File: src/rtl/multicycle_seq.sv
// -----------------------------------------------------------------------------
// multicycle_seq
//
// Multi-cycle sequencer for the single-issue MIPS datapath. Each instruction
// steps through FETCH, DECODE, EXEC, optionally MEM, and optionally WB. The
// static decoder outputs (RegWrite, MemRead, MemWrite, NPC source) are gated
// by the current state. This block also owns:
//   - the instruction and data memory request handshakes,
//   - a ready-timeout watchdog that parks the machine in ERR,
//   - a counter of retired instructions.
//
// Parameters
//   TIMEOUT_CYC  Number of cycles spent waiting on a ready before a bus error
//                (1 .. 2^TO_W-1).
//   TO_W         Width of the watchdog counter.
//   CNT_W        Width of the retired-instruction counter.
//
// Ports
//   clk_i             Rising-edge clock.
//   rst_ni            Synchronous reset, active low.
//   run_i             Start the next fetch; only looked at in IDLE.
//   imem_ready_i      Instruction memory data is valid this cycle.
//   dmem_ready_i      Data memory access completes this cycle.
//   dec_mem_read_i    Decoder MemRead for the instruction held in IR.
//   dec_mem_write_i   Decoder MemWrite.
//   dec_reg_write_i   Decoder RegWrite.
//   dec_npc_from_i    Decoder NPC source (00 PC+4, 01 branch, 10 jump).
//   imem_req_o        Instruction fetch request.
//   ir_we_o           Load the instruction register.
//   dmem_rd_o         Data memory read request.
//   dmem_wr_o         Data memory write request.
//   rf_we_o           Register-file write enable.
//   pc_we_o           PC update strobe; one pulse per retired instruction.
//   npc_sel_o         NPC source shown alongside pc_we_o (00 otherwise).
//   state_o           Current state: IDLE=0 FETCH=1 DECODE=2 EXEC=3 MEM=4
//                     WB=5 ERR=7.
//   bus_err_o         Sticky timeout error flag.
//   instret_o         Retired-instruction count (wraps silently).
// -----------------------------------------------------------------------------
module multicycle_seq #(
  parameter int TIMEOUT_CYC = 64,
  parameter int TO_W        = 8,
  parameter int CNT_W       = 32
) (
  input  logic             clk_i,
  input  logic             rst_ni,
  input  logic             run_i,
  input  logic             imem_ready_i,
  input  logic             dmem_ready_i,
  input  logic             dec_mem_read_i,
  input  logic             dec_mem_write_i,
  input  logic             dec_reg_write_i,
  input  logic [1:0]       dec_npc_from_i,
  output logic             imem_req_o,
  output logic             ir_we_o,
  output logic             dmem_rd_o,
  output logic             dmem_wr_o,
  output logic             rf_we_o,
  output logic             pc_we_o,
  output logic [1:0]       npc_sel_o,
  output logic [2:0]       state_o,
  output logic             bus_err_o,
  output logic [CNT_W-1:0] instret_o
);

  typedef enum logic [2:0] {
    S_IDLE   = 3'd0,
    S_FETCH  = 3'd1,
    S_DECODE = 3'd2,
    S_EXEC   = 3'd3,
    S_MEM    = 3'd4,
    S_WB     = 3'd5,
    S_ERR    = 3'd7
  } state_e;

  localparam logic [TO_W-1:0] WDOG_LIMIT = TO_W'(TIMEOUT_CYC - 1);

  state_e           state_q, state_d;
  logic [TO_W-1:0]  wdog_q, wdog_d;
  logic             bus_err_q, bus_err_d;
  logic [CNT_W-1:0] instret_q;

  logic isLoad;
  logic isStore;
  logic isMemOp;

  // When the decoder flags both a read and a write, the instruction is
  // handled purely as a load, so the store view masks out the read case.
  assign isLoad  = dec_mem_read_i;
  assign isStore = dec_mem_write_i & ~dec_mem_read_i;
  assign isMemOp = dec_mem_read_i | dec_mem_write_i;

  // Next-state and strobe decode. Strobes depend on the current state plus
  // the ready inputs, so they are combinational. The watchdog counts wait
  // cycles in FETCH and MEM. On the cycle the count hits the limit, a ready
  // still takes the normal path. Only a missing ready at that point moves the
  // machine into ERR. Any state change clears the watchdog, so the fetch
  // wait and the memory wait each get the full budget.
  always_comb begin
    state_d    = state_q;
    wdog_d     = wdog_q;
    bus_err_d  = bus_err_q;
    imem_req_o = 1'b0;
    ir_we_o    = 1'b0;
    dmem_rd_o  = 1'b0;
    dmem_wr_o  = 1'b0;
    rf_we_o    = 1'b0;
    pc_we_o    = 1'b0;
    npc_sel_o  = 2'b00;

    case (state_q)
      S_IDLE: begin
        if (run_i) state_d = S_FETCH;
      end
      S_FETCH: begin
        imem_req_o = 1'b1;
        if (imem_ready_i) begin
          ir_we_o = 1'b1;
          state_d = S_DECODE;
        end else if (wdog_q == WDOG_LIMIT) begin
          state_d   = S_ERR;
          bus_err_d = 1'b1;
        end else begin
          wdog_d = wdog_q + 1'b1;
        end
      end
      S_DECODE: begin
        state_d = S_EXEC;
      end
      S_EXEC: begin
        if (isMemOp) begin
          state_d = S_MEM;
        end else if (dec_reg_write_i) begin
          state_d = S_WB;
        end else begin
          pc_we_o   = 1'b1;
          npc_sel_o = dec_npc_from_i;
          state_d   = S_IDLE;
        end
      end
      S_MEM: begin
        dmem_rd_o = isLoad;
        dmem_wr_o = isStore;
        if (dmem_ready_i) begin
          if (isLoad) begin
            state_d = S_WB;
          end else begin
            pc_we_o = 1'b1;
            state_d = S_IDLE;
          end
        end else if (wdog_q == WDOG_LIMIT) begin
          state_d   = S_ERR;
          bus_err_d = 1'b1;
        end else begin
          wdog_d = wdog_q + 1'b1;
        end
      end
      S_WB: begin
        rf_we_o   = dec_reg_write_i;
        pc_we_o   = 1'b1;
        npc_sel_o = dec_npc_from_i;
        state_d   = S_IDLE;
      end
      S_ERR: begin
        bus_err_d = 1'b1;
      end
      default: begin
        state_d = S_IDLE;
      end
    endcase

    if (state_d != state_q) wdog_d = '0;
  end

  // State, watchdog, error flag and retire counter. Reset takes priority
  // over everything, including an access still in flight. Because the
  // request strobes are decoded from state, they drop on the cycle after
  // reset. The retire counter advances on each PC update and wraps at 2^CNT_W.
  always_ff @(posedge clk_i) begin
    if (!rst_ni) begin
      state_q   <= S_IDLE;
      wdog_q    <= '0;
      bus_err_q <= 1'b0;
      instret_q <= '0;
    end else begin
      state_q   <= state_d;
      wdog_q    <= wdog_d;
      bus_err_q <= bus_err_d;
      instret_q <= instret_q + {{(CNT_W-1){1'b0}}, pc_we_o};
    end
  end

  assign state_o   = state_q;
  assign bus_err_o = bus_err_q;
  assign instret_o = instret_q;

endmodule

File: config.mk
export PLATFORM = sky130hd
export DESIGN_NAME = multicycle_seq
export DESIGN_NICKNAME = d
export VERILOG_FILES = /design/src/rtl/multicycle_seq.sv
export SDC_FILE = /design/constraint.sdc
export NUM_CORES = 1
export LEC_CHECK = 0
export CAP_MARGIN = 20
export CORE_ASPECT_RATIO = 1.75
export CORE_UTILIZATION = 45
export DETAILED_ROUTE_END_ITERATION = 12
export PLACE_DENSITY_LB_ADDON = 0.15
export SLEW_MARGIN = 20
export SYNTH_ARGS = -nofsm -noshare
export SYNTH_HDL_FRONTEND = slang
export SYNTH_SLANG_ARGS = --single-unit
File: constraint.sdc
create_clock -name clk_i -period 2.7 [get_ports clk_i]
set_input_delay 0.405 -clock clk_i [delete_from_list [all_inputs] [get_ports clk_i]]
set_output_delay 0.405 -clock clk_i [all_outputs]
set_load 0.005 [all_outputs]
==> results of run 1 <==
-- routing by layer --
layer | wire length, um | vias to the layer above | GRT usage
li1 | - | 1051 | -
met1 | 2120 | 987 | 0.220
met2 | 2800 | 48 | 0.374
met3 | 197 | 10 | 0.0360
met4 | 127 | 0 | 0.0938
met5 | 0 | - | 0
-- where the power goes --
part	total [W]	internal [W]	leakage, nW	switching (W)
combinational	0.000141	0.0000700	0.727	0.0000713
sequential	0.000658	0.000654	0.355	0.00000402
clock	0.000518	0.000279	0.0548	0.000239
total	0.00132	0.00100	1.14	0.000314
-- stage by stage --
stage               utilization  instances  setup slack, ps  setup TNS (ps)
floorplan                     -        262             7.39               0
global placement          0.606        377            -36.0           -84.8
detailed placement        0.606        377            -67.5            -395
CTS                       0.629        385              228               0
global route              0.630        385             5.88               0
finish                    0.630        385              226               0
-- synth_stat cells, drive strengths merged --
master   instances  area share
a2111oi          1      0.0043
a211oi           2       0.011
a21boi           2      0.0064
a21o             1      0.0032
a21oi           10       0.022
a31oi            2      0.0054
a32o             1      0.0048
and2            35       0.094
and3             8       0.022
and3b            1      0.0038
and4             4       0.015
and4bb           1      0.0054
buf              2      0.0043
clkbuf           7       0.011
dfxtp           44        0.38
ha               3       0.016
inv              3      0.0048
nand2           16       0.026
nand2b           3      0.0081
nand3           12       0.026
nand3b           1      0.0032
nand4           16       0.049
nand4bb          1      0.0048
nor2            16       0.026
nor2b            5       0.013
nor3             6       0.017
nor3b            3      0.0097
nor4             4       0.020
o211ai           2      0.0064
o21a             2      0.0064
o21ai            3      0.0081
o21bai           3      0.0097
o22ai            1      0.0027
or2              2      0.0054
or3b             2      0.0075
or4              1      0.0032
or4b             1      0.0043
xnor2           26       0.098
xor2             9       0.034
-- worst reg2reg max path, stage by stage (launching register included) --
cell      delay [ps]
dfxtp_1          330
buf_4            150
nand2b_1         260
a21oi_2          200
o21bai_1         150
ha_2             220
ha_1             200
inv_1             80
nor3_2           170
buf_4            180
nand3_1          110
xnor2_1          140
and2_1           150
-- placed cells by master (no fill, tap or decap), types with 4 or more instances in the layout --
master	instances
clkdlybuf4s50_1	53
dfxtp_1	44
and2_1	35
xnor2_1	26
buf_4	17
nor2_1	16
nand2_1	16
nand4_1	15
nand3_1	12
xor2_1	9
a21oi_1	9
and3_1	8
nor2b_1	5
clkbuf_8	5
nor3_1	4
and4_1	4
-- sequential cells by signal, indices dropped and copies added, names as in the netlist --
signal and cells:
instret_o 32, state_o 3, bus_err_o 1, wdog_q 8
-- cell families after synthesis --
| logic type | count (synthesis) |
|---|---|
| xor+xnor | 35 |
| flops | 44 |
| fa+ha+maj | 3 |
| simple gates | 138 |
| buf+inv | 12 |
| compound gates | 30 |
-- final timing paths --
check	startpoint	cells past startpoint	slack, ps	to
setup / recovery	dec_mem_write_i	13	230	instret_o[18]
hold / removal	wdog_q[1]	2	520	wdog_q[1]
hold reg to reg	wdog_q[1]	2	520	wdog_q[1]
setup reg to reg	state_o[1]	12	270	instret_o[18]
-- cell type report --
type                            instances  area share
Multi-Input combinational cell        206       0.448
Sequential cell                        44       0.281
Timing Repair Buffer                   70       0.210
Clock buffer                            5      0.0219
Tap cell                               54      0.0215
Clock inverter                          3      0.0148
Inverter                                3     0.00359
-- repair_timing --
item | CTS | global route
setup endpoints to repair | 0 | 3
resized for setup | 0 | 2
hold buffers | 0 | 0
==> impl_metrics.py, run 1 <==
metrics = {
    "critical_path": {
        "end_kind": "flop",
        "cp.required_ps": 2900,
        "cpLargestDelayFamily": "simple AND/OR/NAND/NOR gates",
        "cp-start-kind": "input port",
        "path_class": "input port to flop",
        "worst_ep_arrival_time_ps": 2680,
        "path_cells": "clkdlybuf4s50_1, nor2_1, nand3b_1, a21oi_2, o21bai_1, ha_2, ha_1, inv_1, nor3_2, buf_4, nand3_1, xnor2_1, and2_1",
        "crit_path_max_incr_delay_ps": 430,
        "critPathSlowestCell": "clkdlybuf4s50_1",
        "crit_buf_inv": 3,
        "worst-path-max-fanout": 7,
    },
    "cts": {
        "root_buffer": "clkbuf_8",
        "clkLatencyLatePin_ps": 300,
        "postCtsSetupBuffers": 0,
        "cts_buffer_depth": 2,
        "tritoncts": "done",
        "cts.sinks": 44,
        "clk_pin_slew_ps": 90,
        "numCtsBuffers": 5,
        "cts_max_level": 2,
    },
    "route": {
        "vias": 2096,
        "drt_iter0_drc": 61,
        "final_antenna_net_count": 0,
        "via_per_inst": 5.44,
        "drtPass1Iterations": 4,
        "routed_wl_um": 5250,
        "drc": 0,
        "wl_per_cell_um": 13.6,
    },
    "synthesis": {
        "synth_xor_area_frac": 0.132,
        "ys_seq_area_frac": 0.378,
        "synth_adder_area_share": 0.0161,
        "yosys.area_share.simple": 0.363,
        "synth.net_count": 275,
        "syn_area_mm2": 0.00233,
        "syn_inst": 262,
        "synth_top_family_by_area": "simple AND/OR/NAND/NOR gates",
        "yosysUniqueCellTypes": 44,
        "synth-warning-count": 0,
        "synth-seq-cells": 44,
        "syn_avg_cell_area_um2": 8.88,
        "synth_mux_area_frac": 0,
        "synth-compound-area-share": 0.0898,
    },
    "finish": {
        "final_cell_area_mm2": 0.00314,
        "seq_area_um2": 881,
        "fin_nets": 343,
        "areaGrowthSynthToFinish_pct": 34.8,
        "multi_input_area_mm2": 0.00141,
        "drive_gt1_frac": 0.118,
        "n_antenna_cell": 0,
        "nFillCells": 444,
    },
    "sta": {
        "worst_slew_pin_slew_ps": 521,
        "max_freq_ghz": 0.404,
        "finalCriticalPeriod_ps": 2470,
        "slew_viol_final": 0,
        "timing.hold.ws_ps": 517,
        "period_share": 0.916,
        "setup-violations-final": 0,
        "relSlewSlack": 0.650,
        "rsz0062_at_grt": "false",
        "hold_viol_final": 0,
        "finalClockSkew_ps": 13.5,
    },
    "die": {
        "fp.dieW_um": 56.4,
        "rows": 34,
        "core-area_mm2": 0.00498,
        "initial_core_util": 0.468,
        "dieArea_mm2": 0.00547,
        "die_y_um": 97.1,
        "pin_count": 54,
    },
    "run": {
        "cap_violations": 0,
    },
    "global_route": {
        "grt-ovfl-total": 0,
        "track_usage": 0.204,
        "grt_antenna_before_repair": 0,
        "grt_start_max_net_pins": 37,
        "grt_pass1_vias": 1999,
        "grt_pass1_wl_um": 8940,
    },
    "placement": {
        "io_buffer_count": 53,
        "dpl_cell_area_mm2": 0.00302,
        "hpwl_um": 3860,
        "place_congestion": 0.860,
    },
    "pwr": {
        "p_leak_nw": 1.14,
        "p_per_area_mw_per_mm2": 420,
        "power_w": 0.00132,
        "peakVddDrop_mv": 0.380,
    },
    "min_path": {
        "worstHoldPathType": "flop to flop",
    },
    "status": {
        "outcome": "finished, final reports clean",
    },
}
No activity file was read; power rests on OpenSTA's default activity.
==> run 2, diff against run 1 <==
--- a/config.mk
+++ b/config.mk
@@ -6,7 +6,6 @@
 export NUM_CORES = 1
 export LEC_CHECK = 0
 export CAP_MARGIN = 20
-export CORE_ASPECT_RATIO = 1.75
 export CORE_UTILIZATION = 45
 export DETAILED_ROUTE_END_ITERATION = 12
 export PLACE_DENSITY_LB_ADDON = 0.15
==> impl_metrics.py, run 2 (same netlist as run 1, synthesis figures left out) <==
metrics = {
    "status": {
        "outcome": "finished, final reports clean",
    },
    "global_route": {
        "grt-ovfl-total": 0,
        "grt_antenna_before_repair": 0,
        "grt_start_max_net_pins": 37,
        "track_usage": 0.194,
        "grt_pass1_vias": 1771,
        "grt_pass1_wl_um": 8170,
    },
    "critical_path": {
        "startpoint": "dec_mem_write_i",
        "worst-r2r-cell-count": 12,
        "r2r_slack_ps": 310,
        "cp.required_ps": 2300,
        "path_cells": "clkdlybuf4s50_1, nor2_1, nand3b_1, a21oi_1, o21bai_1, buf_4, clkdlybuf4s50_1",
        "cp-start-kind": "input port",
        "critPathSlowestCell": "clkdlybuf4s50_1",
        "cpLargestDelayFamily": "buffers and inverters",
        "crit_buf_inv": 3,
        "worst_ep_arrival_time_ps": 2090,
        "end_kind": "output pin",
        "worst-path-max-fanout": 3,
        "crit_path_max_incr_delay_ps": 480,
        "path_class": "input port to output pin",
        "r2r-end": "instret_o[14]",
        "path_common_cell": "clkdlybuf4s50_1",
        "r2r_start": "state_o[1]",
    },
    "cts": {
        "postCtsResizedCells": 0,
        "clk_pin_slew_ps": 80,
        "cts_max_level": 2,
        "cts.hold.buffers_added": 0,
        "tritoncts": "done",
        "postCtsSetupBuffers": 0,
        "cts.sinks": 44,
        "numCtsBuffers": 5,
        "cts_buffer_depth": 2,
        "root_buffer": "clkbuf_8",
        "clkLatencyLatePin_ps": 290,
    },
    "route": {
        "drt_iter0_drc": 111,
        "drtPass1Iterations": 4,
        "wl_per_cell_um": 12.7,
        "routed_wl_um": 5020,
        "vias": 2036,
        "via_per_inst": 5.15,
        "drc": 0,
        "final_antenna_net_count": 0,
    },
    "run": {
        "cap_violations": 0,
    },
    "sta": {
        "max_freq_ghz": 0.401,
        "finalClockSkew_ps": 8.26,
        "finalCriticalPeriod_ps": 2490,
        "hold_viol_final": 0,
        "relSlewSlack": 0.626,
        "setup-violations-final": 0,
        "worst_slew_pin_slew_ps": 557,
        "slew_viol_final": 0,
        "rsz0062_at_grt": "false",
        "period_share": 0.923,
    },
    "min_path": {
        "worstHoldPathType": "flop to flop",
        "min_to": "wdog_q[1]",
        "holdCritStartpoint": "wdog_q[1]",
        "holdPathStages": 2,
    },
    "finish": {
        "final_cell_area_mm2": 0.00314,
        "areaGrowthSynthToFinish_pct": 34.8,
        "seq_area_um2": 881,
        "fin_nets": 340,
        "nFillCells": 419,
        "final_cell_mix": "53 x clkdlybuf4s50_1, 44 x dfxtp_1, 35 x and2_1",
        "n_antenna_cell": 0,
        "drive_gt1_frac": 0.104,
        "final_common_cell": "clkdlybuf4s50_1",
        "final_cells": 395,
        "multi_input_area_mm2": 0.00140,
        "largest_reg_flops": 32,
    },
    "die": {
        "initial_core_util": 0.480,
        "pin_count": 54,
        "fp.dieW_um": 73.9,
        "dieArea_mm2": 0.00546,
        "rows": 25,
        "core-area_mm2": 0.00485,
        "die_y_um": 73.9,
    },
    "pwr": {
        "seq_power_share": 0.497,
        "internal_power_w": 0.00105,
        "p_leak_nw": 1.14,
        "p_per_area_mw_per_mm2": 426,
        "power_frac_clock": 0.406,
        "peakVddDrop_mv": 0.216,
        "switchingPower_w": 0.000290,
        "p_sw_frac": 0.217,
        "p_comb_frac": 0.097,
    },
    "placement": {
        "io_buffer_count": 53,
        "dpl_cell_area_mm2": 0.00301,
        "dp_cells": 387,
        "hpwl_um": 3630,
        "place_congestion": 0.779,
    },
}
run 2: changes by cell type in the layout (fill, tap and decap cells not counted), sizes merged:
cell	before	now
buf	17	14
clkbuf	5	7
clkinvlp	1	0
inv	4	3
run 2: routing by layer:
metal  share of wire  vias up  GRT usage
li1                -     1044          -
met1            0.52      942      0.282
met2            0.43       48      0.279
met3           0.043        2     0.0535
met4          0.0038        0     0.0534
met5               0        -          0
run 2: through the flow:
stage               setup slack, ps  setup TNS [ps]  total power (W)  utilization  hold WS [ps]
floorplan                      7.39               0         0.000752            -           470
global placement               40.1               0         0.000808        0.621           485
detailed placement            -50.5            -178         0.000809        0.621           498
CTS                             195               0          0.00135        0.647           509
global route                   4.27               0          0.00140        0.647           538
finish                          207               0          0.00134        0.647           503
run 2: worst min-delay path: cells and delay by family (launching register included):
family | cells | cell delay (ps)
flip-flops | 1 | 330
AO/OA/AOI/OAI | 2 | 130
run 2: power groups by stage:
stage	Combinational [W]	Clock, W	Sequential, W
global placement	0.000129	0	0.000679
finish	0.000130	0.000542	0.000664
detailed placement	0.000130	0	0.000679
global route	0.000143	0.000594	0.000665
CTS	0.000131	0.000557	0.000663
floorplan	0.0000775	0	0.000674
run 2: how the worst max path moves through the flow:
stage | end | slack [ps] | cells after the start
after floorplan | instret_o[14] | 7 | 13
after global placement | instret_o[14] | 40 | 13
after detailed placement | instret_o[14] | -50 | 13
after CTS | pc_we_o | 190 | 7
after global routing | instret_o[14] | 4 | 13
final | pc_we_o | 210 | 7
run 2: cell type report:
class                   count  share of cell area
clock buffers               7              0.0307
clock inverters             1             0.00957
inverters                   3             0.00359
multi-input cells         206               0.446
flip-flops and latches     44               0.281
well taps                  67              0.0267
repair buffers             67               0.203
==> run 3, diff against run 2 <==
--- a/config.mk
+++ b/config.mk
@@ -9,6 +9,7 @@
 export CORE_UTILIZATION = 45
 export DETAILED_ROUTE_END_ITERATION = 12
 export PLACE_DENSITY_LB_ADDON = 0.15
+export SKIP_CTS_REPAIR_TIMING = 1
 export SLEW_MARGIN = 20
 export SYNTH_ARGS = -nofsm -noshare
 export SYNTH_HDL_FRONTEND = slang
==> results of run 3 <==
The final DEF is identical to that of run 2; final timing and power are the same.
